## config.mk

```make
export PLATFORM = sky130hd
export DESIGN_NAME = riscv_immgen_pipe
export DESIGN_NICKNAME = d
export VERILOG_FILES = /design/src/rtl/riscv_pkg.sv /design/src/rtl/riscv_immgen_comb.sv /design/src/rtl/riscv_immgen_pipe.sv
export SDC_FILE = /design/constraint.sdc
export NUM_CORES = 1
export LEC_CHECK = 0
export BUFFER_PORTS_ARGS = -buffer_cell sky130_fd_sc_hd__buf_2
export CORE_ASPECT_RATIO = 1.25
export CORE_MARGIN = 5
export CORE_UTILIZATION = 35
export CTS_BUF_LIST = sky130_fd_sc_hd__clkbuf_4 sky130_fd_sc_hd__clkbuf_8 sky130_fd_sc_hd__clkbuf_16
export DETAILED_ROUTE_END_ITERATION = 10
export REMOVE_ABC_BUFFERS = 1
export SYNTH_ARGS = -nofsm -noshare
export SYNTH_HDL_FRONTEND = slang
export SYNTH_SLANG_ARGS = --single-unit
```

## constraint.sdc

```tcl
create_clock -name i_riscv_immgen_clk -period 3.5 [get_ports i_riscv_immgen_clk]
set_input_delay 0.525 -clock i_riscv_immgen_clk [delete_from_list [all_inputs] [get_ports i_riscv_immgen_clk]]
set_output_delay 0.525 -clock i_riscv_immgen_clk [all_outputs]
set_load 0.005 [all_outputs]
```

## src/rtl/riscv_pkg.sv

```systemverilog
// Immediate-format select codes and default datapath width shared by the
// decoder, the immediate generator and the ID/EX operand muxes.
package riscv_pkg;

    localparam int XLEN_DEF = 64;

    localparam logic [3:0] IMM_I     = 4'b0000;
    localparam logic [3:0] IMM_U     = 4'b0001;
    localparam logic [3:0] IMM_J     = 4'b0010;
    localparam logic [3:0] IMM_S     = 4'b0011;
    localparam logic [3:0] IMM_B     = 4'b0100;
    localparam logic [3:0] IMM_Z     = 4'b0101;
    localparam logic [3:0] IMM_SHAMT = 4'b0110;
    localparam logic [3:0] IMM_CI    = 4'b1000;
    localparam logic [3:0] IMM_CJ    = 4'b1001;
    localparam logic [3:0] IMM_CB    = 4'b1010;

endpackage

```

## src/rtl/riscv_immgen_comb.sv

```systemverilog
// Combinational immediate decode for all base, CSR, shift and RVC formats.
// Zero latency, no flow control; illegal flags codes this build cannot decode.
module riscv_immgen_comb
    import riscv_pkg::*;
#(
    parameter int XLEN   = XLEN_DEF,
    parameter bit RVC_EN = 1'b1
) (
    input  logic [3:0]      immsrc,
    input  logic [31:0]     inst,
    output logic [XLEN-1:0] simm,
    output logic            illegal
);

    // Every format fits a 32-bit value; zero-extended formats keep bit 31 clear,
    // so one final sign extension to XLEN serves them all.
    logic [31:0] imm32;
    logic        unused_inst;

    assign unused_inst = ^inst[1:0];

    always_comb begin
        imm32   = '0;
        illegal = 1'b0;
        case (immsrc)
            IMM_I: imm32 = {{20{inst[31]}}, inst[31:20]};
            IMM_U: imm32 = {inst[31:12], 12'b0};
            IMM_J: imm32 = {{11{inst[31]}}, inst[31], inst[19:12], inst[20],
                            inst[30:21], 1'b0};
            IMM_S: imm32 = {{20{inst[31]}}, inst[31:25], inst[11:7]};
            IMM_B: imm32 = {{19{inst[31]}}, inst[31], inst[7], inst[30:25],
                            inst[11:8], 1'b0};
            IMM_Z: imm32 = {27'b0, inst[19:15]};
            IMM_SHAMT: begin
                if (XLEN == 64) imm32 = {26'b0, inst[25:20]};
                else            imm32 = {27'b0, inst[24:20]};
            end
            IMM_CI: begin
                if (RVC_EN) imm32 = {{26{inst[12]}}, inst[12], inst[6:2]};
                else        illegal = 1'b1;
            end
            IMM_CJ: begin
                if (RVC_EN) imm32 = {{20{inst[12]}}, inst[12], inst[8], inst[10:9],
                                     inst[6], inst[7], inst[2], inst[11],
                                     inst[5:3], 1'b0};
                else        illegal = 1'b1;
            end
            IMM_CB: begin
                if (RVC_EN) imm32 = {{23{inst[12]}}, inst[12], inst[6:5], inst[2],
                                     inst[11:10], inst[4:3], 1'b0};
                else        illegal = 1'b1;
            end
            default: illegal = 1'b1;
        endcase
    end

    generate
        if (XLEN == 64) begin : g_x64
            assign simm = {{32{imm32[31]}}, imm32};
        end else begin : g_x32
            assign simm = imm32;
        end
    endgenerate

endmodule

```

## src/rtl/riscv_immgen_pipe.sv

```systemverilog
// Registered immediate generator at the decode/execute boundary; 1-cycle latency.
// Single-entry valid/ready stage: ready when empty or draining, flush kills held and incoming item.
module riscv_immgen_pipe
    import riscv_pkg::*;
#(
    parameter int XLEN   = XLEN_DEF,
    parameter bit RVC_EN = 1'b1,
    parameter int TAG_W  = 5
) (
    input  logic             i_riscv_immgen_clk,
    input  logic             i_riscv_immgen_rst,
    input  logic             i_riscv_immgen_valid,
    output logic             o_riscv_immgen_ready,
    input  logic [3:0]       i_riscv_immgen_immsrc,
    input  logic [31:0]      i_riscv_immgen_inst,
    input  logic [TAG_W-1:0] i_riscv_immgen_tag,
    input  logic             i_riscv_immgen_flush,
    output logic             o_riscv_immgen_valid,
    input  logic             i_riscv_immgen_ready,
    output logic [XLEN-1:0]  o_riscv_immgen_simm,
    output logic [TAG_W-1:0] o_riscv_immgen_tag,
    output logic             o_riscv_immgen_illegal
);

    logic [XLEN-1:0] dec_simm;
    logic            dec_illegal;
    logic            accept;

    riscv_immgen_comb #(
        .XLEN   (XLEN),
        .RVC_EN (RVC_EN)
    ) u_dec (
        .immsrc  (i_riscv_immgen_immsrc),
        .inst    (i_riscv_immgen_inst),
        .simm    (dec_simm),
        .illegal (dec_illegal)
    );

    assign o_riscv_immgen_ready = !o_riscv_immgen_valid | i_riscv_immgen_ready;

    // A flushed cycle never loads data, so held outputs stay untouched by killed items.
    assign accept = i_riscv_immgen_valid & o_riscv_immgen_ready & !i_riscv_immgen_flush;

    always_ff @(posedge i_riscv_immgen_clk or posedge i_riscv_immgen_rst) begin
        if (i_riscv_immgen_rst) begin
            o_riscv_immgen_valid <= 1'b0;
        end else if (i_riscv_immgen_flush) begin
            o_riscv_immgen_valid <= 1'b0;
        end else if (accept) begin
            o_riscv_immgen_valid <= 1'b1;
        end else if (i_riscv_immgen_ready) begin
            o_riscv_immgen_valid <= 1'b0;
        end
    end

    always_ff @(posedge i_riscv_immgen_clk or posedge i_riscv_immgen_rst) begin
        if (i_riscv_immgen_rst) begin
            o_riscv_immgen_simm    <= '0;
            o_riscv_immgen_tag     <= '0;
            o_riscv_immgen_illegal <= 1'b0;
        end else if (accept) begin
            o_riscv_immgen_simm    <= dec_simm;
            o_riscv_immgen_tag     <= i_riscv_immgen_tag;
            o_riscv_immgen_illegal <= dec_illegal;
        end
    end

endmodule

```

==> impl_metrics.csv, run 1 <==
group,metric,value,unit
placement,io_buffer_count,115,
global_route,grt_max_degree,40,
pwr,vdd_drop_max,0.0001890,V
global_route,grt_pass1_vias,2229,
detailed_routing,route.detailed.drc,0,
floorplanning,die_w,86.51,µm
floorplanning,initial_core_util,35.23,%
global_route,grt-ovfl-total,0,
pwr,power_leakage,1.473,nW
setup_path,worst_ep_required_time,3640,ps
cells_and_area,syn_to_final_growth,17.39,%
clock_network,cts_sinks,39,
logic_synthesis,async_flop_share,100.0,%
global_route,grtUsageTotal,15.92,%
logic_synthesis,yosys.area_share.simple,19.59,%
logic_synthesis,synthAdderAreaFrac,0,%
clock_network,postCtsSetupBuffers,0,
global_route,antenna_found_initial,0,
logic_synthesis,synth_xor_area_share,0.3420,%
timing,slew_headroom,53.02,%
setup_path,critPathMaxFanout,26,
timing,max_clock_freq,517.7,MHz
placement,placed_cells_incl_taps,441,
setup_path,max_stage_delay,590,ps
logic_synthesis,synth_area,0.002561,mm²
detailed_routing,ant_nets,0,
timing,setup_viol,0,
logic_synthesis,synth_top_family_by_area,"compound AO/OA/AOI/OAI gates",
timing,post-route-period-util,55.19,%
timing,min_period,1932,ps
flow_run,drv_cap,0,
timing,fin_tns_setup,0,ps
logic_synthesis,synth_warnings,0,
floorplanning,rows,35,
logic_synthesis,synth-main-ff-cell,"dfrtp_1",
floorplanning,fp.coreArea,0.007269,mm²
timing,rsz0062_at_grt,"no",
logic_synthesis,synthMuxAreaShare,1.221,%
placement,preCtsSetupSlack,1246,ps
detailed_routing,drt_first_pass_iters,4,
logic_synthesis,synthesis.instances,283,
global_route,met3_usage,3.362,%
setup_path,arrival,2070,ps
global_route,grtUsageMet1,21.82,%
placement,gp_congestion,0.7960,
setup_path,crit_buf_inv,1,
clock_network,numCtsBuffers,5,
clock_network,cts_root_buf,"clkbuf_8",
placement,dpl.hpwl,5363,µm
detailed_routing,routed_wl,7275,µm
clock_network,htreeDepth,2,
setup_path,slowest_stage,"o21ai_2",
detailed_routing,routed-via-count,2223,
logic_synthesis,synth_seq_cells,39,
logic_synthesis,yosys.area.top_type,"dfrtp_1",
timing,final_hold_viol_count,0,
floorplanning,die_h,105.6,µm
setup_path,end_kind,"flop",
clock_network,cts-resized-gates,0,
setup_path,cp_cell_sequence,"buf_2 -> and2_1 -> a21oi_1 -> o21ai_2 -> o21ai_0",
cells_and_area,final_nets,402,
global_route,grt-busiest-layer,"met2",
logic_synthesis,synth_cell_types,52,
setup_path,ff2ff_setup_slack,1750,ps
clock_network,clock_latency,290,ps
timing,clock_skew,4.711,ps
clock_network,path_clk_slew,80,ps
cells_and_area,fin_cells,449,
clock_network,clockBufferDepth,2,
detailed_routing,wire_per_inst,16.20,µm
timing,slew_violations,0,
floorplanning,die-area,0.009139,mm²
logic_synthesis,synth-seq-area-share,38.10,%
setup_path,crit_type,"in -> reg",
pwr,p_per_area,428.0,mW/mm²
clock_network,ctsHoldBuffers,0,
logic_synthesis,synth_area_leaders,"dfrtp_1 (38%), buf_4 (10%), a21oi_1 (6.4%)",
setup_path,start_kind,"input port",
outcome,outcome,"complete, no violations",
logic_synthesis,avgSynthCellArea,9.050,µm²
global_route,grt_pass1_wl,11720,µm
detailed_routing,via_per_inst,4.951,
worst_hold_path,hold_class,"in -> async",
logic_synthesis,synth_compound_area_share,24.87,%
logic_synthesis,synth_edf_count,0,
timing,tightestPinTransition,704.6,ps
logic_synthesis,synth_top_area_share,38.10,%
clock_network,cts_tree,"yes",
setup_path,critical-path-top-delay-family,"compound AO/OA/AOI/OAI gates",
cells_and_area,n_antenna_cell,0,
global_route,use_met2,25.82,%
floorplanning,io_pins,118,
cells_and_area,drive_gt1_share,40.34,%
detailed_routing,drtIter0Drc,151,
timing,finalWorstSetupSlack,1568,ps
## worst paths after layout
kind	to	from	depth (start not counted)
max reg2reg	o_riscv_immgen_simm[28]	o_riscv_immgen_valid	6
min reg2reg	o_riscv_immgen_tag[4]	o_riscv_immgen_tag[4]	2
max	o_riscv_immgen_simm[31]	i_riscv_immgen_immsrc[1]	5
min in group i_riscv_immgen_clk	o_riscv_immgen_tag[1]	i_riscv_immgen_tag[1]	3
max in group asynchronous	o_riscv_immgen_simm[10]	i_riscv_immgen_rst	3
min	o_riscv_immgen_simm[17]	i_riscv_immgen_rst	3
## synth_stat cells, drive strengths merged, types with 3 or more instances
master / instances
nor2: 23
buf: 49
a211oi: 9
a32oi: 12
nand2: 32
nand3: 4
inv: 4
nand3b: 4
clkbuf: 3
nand4b: 3
o21ai: 22
a2bb2oi: 3
dfrtp: 39
nor2b: 8
a21oi: 34
nand2b: 6
## layout make-up
type | count | area, µm²
tap | 92 | 115.1
timing repair buffer | 118 | 598.1
multi-input combinational | 188 | 1185
sequential | 39 | 975.9
clock buffer | 6 | 82.58
inverter | 4 | 15.01
clock inverter | 2 | 35.03
fill | 803 | 4263
## flip-flops by register name, indices dropped and copies added, names as in the netlist
signal,count
o_riscv_immgen_simm,32
o_riscv_immgen_tag,5
o_riscv_immgen_illegal,1
o_riscv_immgen_valid,1
## worst register-to-register path, stage by stage (launching register included)
cell and delay, ps:
dfrtp_1 340, nor2b_2 240, inv_2 60, nand3b_1 400
buf_4 380, a21oi_1 80, a21oi_1 180
## stage by stage
step | utilization (%) | cell area, µm² | total power, mW | hold WS (ps)
2_1_floorplan | - | 2170 | 0.7102 | 469.7
3_3_place_gp | 39.74 | 2889 | 0.9057 | 454.2
3_5_place_dp | 39.74 | 2889 | 0.9127 | 464.7
4_1_cts | 41.36 | 3007 | 1.309 | 371.0
5_1_grt | 41.36 | 3007 | 1.369 | 422.4
6_report | 41.36 | 3007 | 1.287 | 351.9
## cell families (layout without fill, tap and decap cells)
group / after synthesis / after routing
AOI/OAI and AO/OA: 94 / 94
and+or+nand+nor: 90 / 90
buffers and inverters: 56 / 130
DFF: 39 / 39
muxes: 3 / 3
xor gates and xnor gates: 1 / 1
## per-layer routing
| layer | share of wire, % | up-vias |
|---|---|---|
| li1 | - | 1114 |
| met1 | 44 | 1047 |
| met2 | 50 | 57 |
| met3 | 5.2 | 5 |
| met4 | 0.78 | 0 |
| met5 | 0 | - |
## cell usage in the layout (no fill, tap or decap), drive strengths merged, types with 2 or more instances in the layout
master   count
a211oi       9
a21oi       34
a22oi        2
a2bb2oi      3
a32oi       12
and2         2
buf        118
clkbuf       6
dfrtp       39
inv          4
mux2i        2
nand2       32
nand2b       6
nand3        4
nand3b       4
nand4b       3
nor2        23
nor2b        8
nor3b        2
o21a         2
o21ai       22
o221a        2
o22a         2
or2          2
## power breakdown
part	switching (mW)	internal, mW
Clock	0.160	0.231
Sequential	0.0406	0.514
Combinational	0.182	0.160
No activity file was read; power rests on OpenSTA's default activity.
==> run 2, diff against run 1 <==
==> constraint.sdc (replaced) <==
create_clock -name i_riscv_immgen_clk -period 2 [get_ports i_riscv_immgen_clk]
set_input_delay 0.3 -clock i_riscv_immgen_clk [delete_from_list [all_inputs] [get_ports i_riscv_immgen_clk]]
set_output_delay 0.3 -clock i_riscv_immgen_clk [all_outputs]
set_load 0.005 [all_outputs]
==> impl_metrics.csv, run 2 (synthesis results as in run 1) <==
group,metric,value,unit
pwr,p_per_area,742.0,mW/mm²
clock_network,clockBufferDepth,2,
timing,final_hold_viol_count,0,
detailed_routing,via_per_inst,4.950,
flow_run,drv_cap,0,
floorplanning,fp.coreArea,0.007269,mm²
pwr,power_leakage,1.530,nW
detailed_routing,route.detailed.drc,0,
global_route,met3_usage,4.066,%
cells_and_area,final_common_cell,"buf_2",
pwr,power,2.298,mW
timing,slew_violations,0,
detailed_routing,wire_per_inst,16.06,µm
placement,dpl.hpwl,5660,µm
setup_path,endpoint,"o_riscv_immgen_simm[62]",
cells_and_area,n_antenna_cell,0,
cells_and_area,final_nets,414,
setup_path,r2r.worst_path.cells,5,
timing,tightestPinTransition,644.7,ps
clock_network,htreeDepth,2,
timing,post-route-period-util,79.65,%
timing,min_period,1593,ps
setup_path,crit_buf_inv,1,
global_route,grtUsageMet1,21.43,%
detailed_routing,routed-via-count,2282,
clock_network,path_clk_slew,80,ps
timing,rsz0062_at_grt,"no",
timing,max_clock_freq,627.8,MHz
global_route,grt_max_degree,40,
clock_network,numCtsBuffers,5,
outcome,outcome,"complete, no violations",
setup_path,critPathMaxFanout,34,
setup_path,start_kind,"flop",
clock_network,cts_sinks,39,
global_route,grtUsageTotal,16.17,%
setup_path,arrival,1290,ps
global_route,grt-ovfl-total,0,
detailed_routing,drtIter0Drc,89,
cells_and_area,top_register,"o_riscv_immgen_simm",
cells_and_area,final_cell_area,0.003097,mm²
setup_path,crit_type,"reg -> out",
floorplanning,die_w,86.51,µm
clock_network,cts-resized-gates,0,
global_route,grt_pass1_vias,2242,
worst_hold_path,hold_class,"in -> async",
cells_and_area,fill_cells,760,
global_route,grt_pass1_wl,11790,µm
cells_and_area,drive_gt1_share,42.28,%
global_route,use_met2,26.48,%
cells_and_area,mostFrequentLayoutCells,"buf_2 (115), dfrtp_1 (39), a21oi_1 (33)",
detailed_routing,routed_wl,7403,µm
clock_network,ctsHoldBuffers,0,
clock_network,postCtsSetupBuffers,0,
cells_and_area,syn_to_final_growth,20.91,%
setup_path,regToRegEndpoint,"o_riscv_immgen_simm[1]",
global_route,antenna_found_initial,0,
timing,clock_skew,2.060,ps
clock_network,cts_root_buf,"clkbuf_8",
setup_path,slowest_stage,"dfrtp_1",
setup_path,ff2ff_setup_slack,520,ps
global_route,grt-busiest-layer,"met2",
placement,gp_congestion,0.8103,
timing,fin_tns_setup,0,ps
timing,slew_headroom,57.02,%
setup_path,crit_start,"o_riscv_immgen_simm[31]",
setup_path,end_kind,"output pin",
timing,setup_viol,0,
setup_path,cp_cell_sequence,"buf_2",
cells_and_area,post-route-util,42.60,%
setup_path,critical-path-top-delay-family,"flip-flops",
cells_and_area,seqCellArea,975.9,µm²
placement,place_area,0.002979,mm²
setup_path,r2r_start,"o_riscv_immgen_valid",
pwr,vdd_drop_max,0.0003427,V
detailed_routing,drt_first_pass_iters,4,
placement,io_buffer_count,115,
clock_network,clock_latency,300,ps
cells_and_area,largest_reg_flops,32,
setup_path,max_stage_delay,760,ps
detailed_routing,ant_nets,0,
floorplanning,die_h,105.6,µm
floorplanning,initial_core_util,35.23,%
floorplanning,io_pins,118,
cells_and_area,multiInputGateArea,0.001185,mm²
cells_and_area,largestRegisters,"o_riscv_immgen_simm x32, o_riscv_immgen_tag x5",
floorplanning,rows,35,
clock_network,cts_tree,"yes",
setup_path,worst_ep_required_time,1700,ps
floorplanning,die-area,0.009139,mm²
setup_path,cp_num_cells,1,
[run 2: cell types whose count changed in the layout (fill, tap and decap cells not counted), sizes merged]
cell	previous run	this run
buf	118	130
[run 2: metal layers]
layer / wire (µm) / share of wire [%]
met1: 3127 / 42
met4: 71 / 0.96
met5: 0 / 0
met2: 3679 / 50
met3: 524 / 7.1
[run 2: worst min-delay path by stage]
stage	start	endpoint	slack (ps)	depth (start not counted)
after floorplan	i_riscv_immgen_flush	o_riscv_immgen_valid	370	1
after global placement	i_riscv_immgen_rst	o_riscv_immgen_simm[17]	460	3
after detailed placement	i_riscv_immgen_rst	o_riscv_immgen_simm[17]	460	3
after CTS	i_riscv_immgen_rst	o_riscv_immgen_simm[18]	140	3
after global routing	i_riscv_immgen_rst	o_riscv_immgen_simm[18]	180	3
final	i_riscv_immgen_rst	o_riscv_immgen_simm[18]	130	3
[run 2: area by class of cell]
cell class                      instances  area share (%)
Timing Repair Buffer                  130           22.22
Clock inverter                          2           1.131
Multi-Input combinational cell        188           38.26
Inverter                                4          0.4848
Clock buffer                            6           2.667
Sequential cell                        39           31.52
Tap cell                               92           3.717
[run 2: through the flow]
stage               setup WS, ps  hold slack (ps)  instances
detailed placement         305.3            459.3        453
global route               245.3            184.0        461
global placement           374.4            457.7        453
finish                     407.1            126.0        461
CTS                        376.7            138.6        461
floorplan                 -96.73            366.4        231
[run 2: report_power, final]
group / internal, mW / switching (mW) / total, mW / leakage, nW
clock: 0.404 / 0.304 / 0.708 / 0.0612
combinational: 0.297 / 0.323 / 0.620 / 0.982
sequential: 0.900 / 0.0703 / 0.970 / 0.486
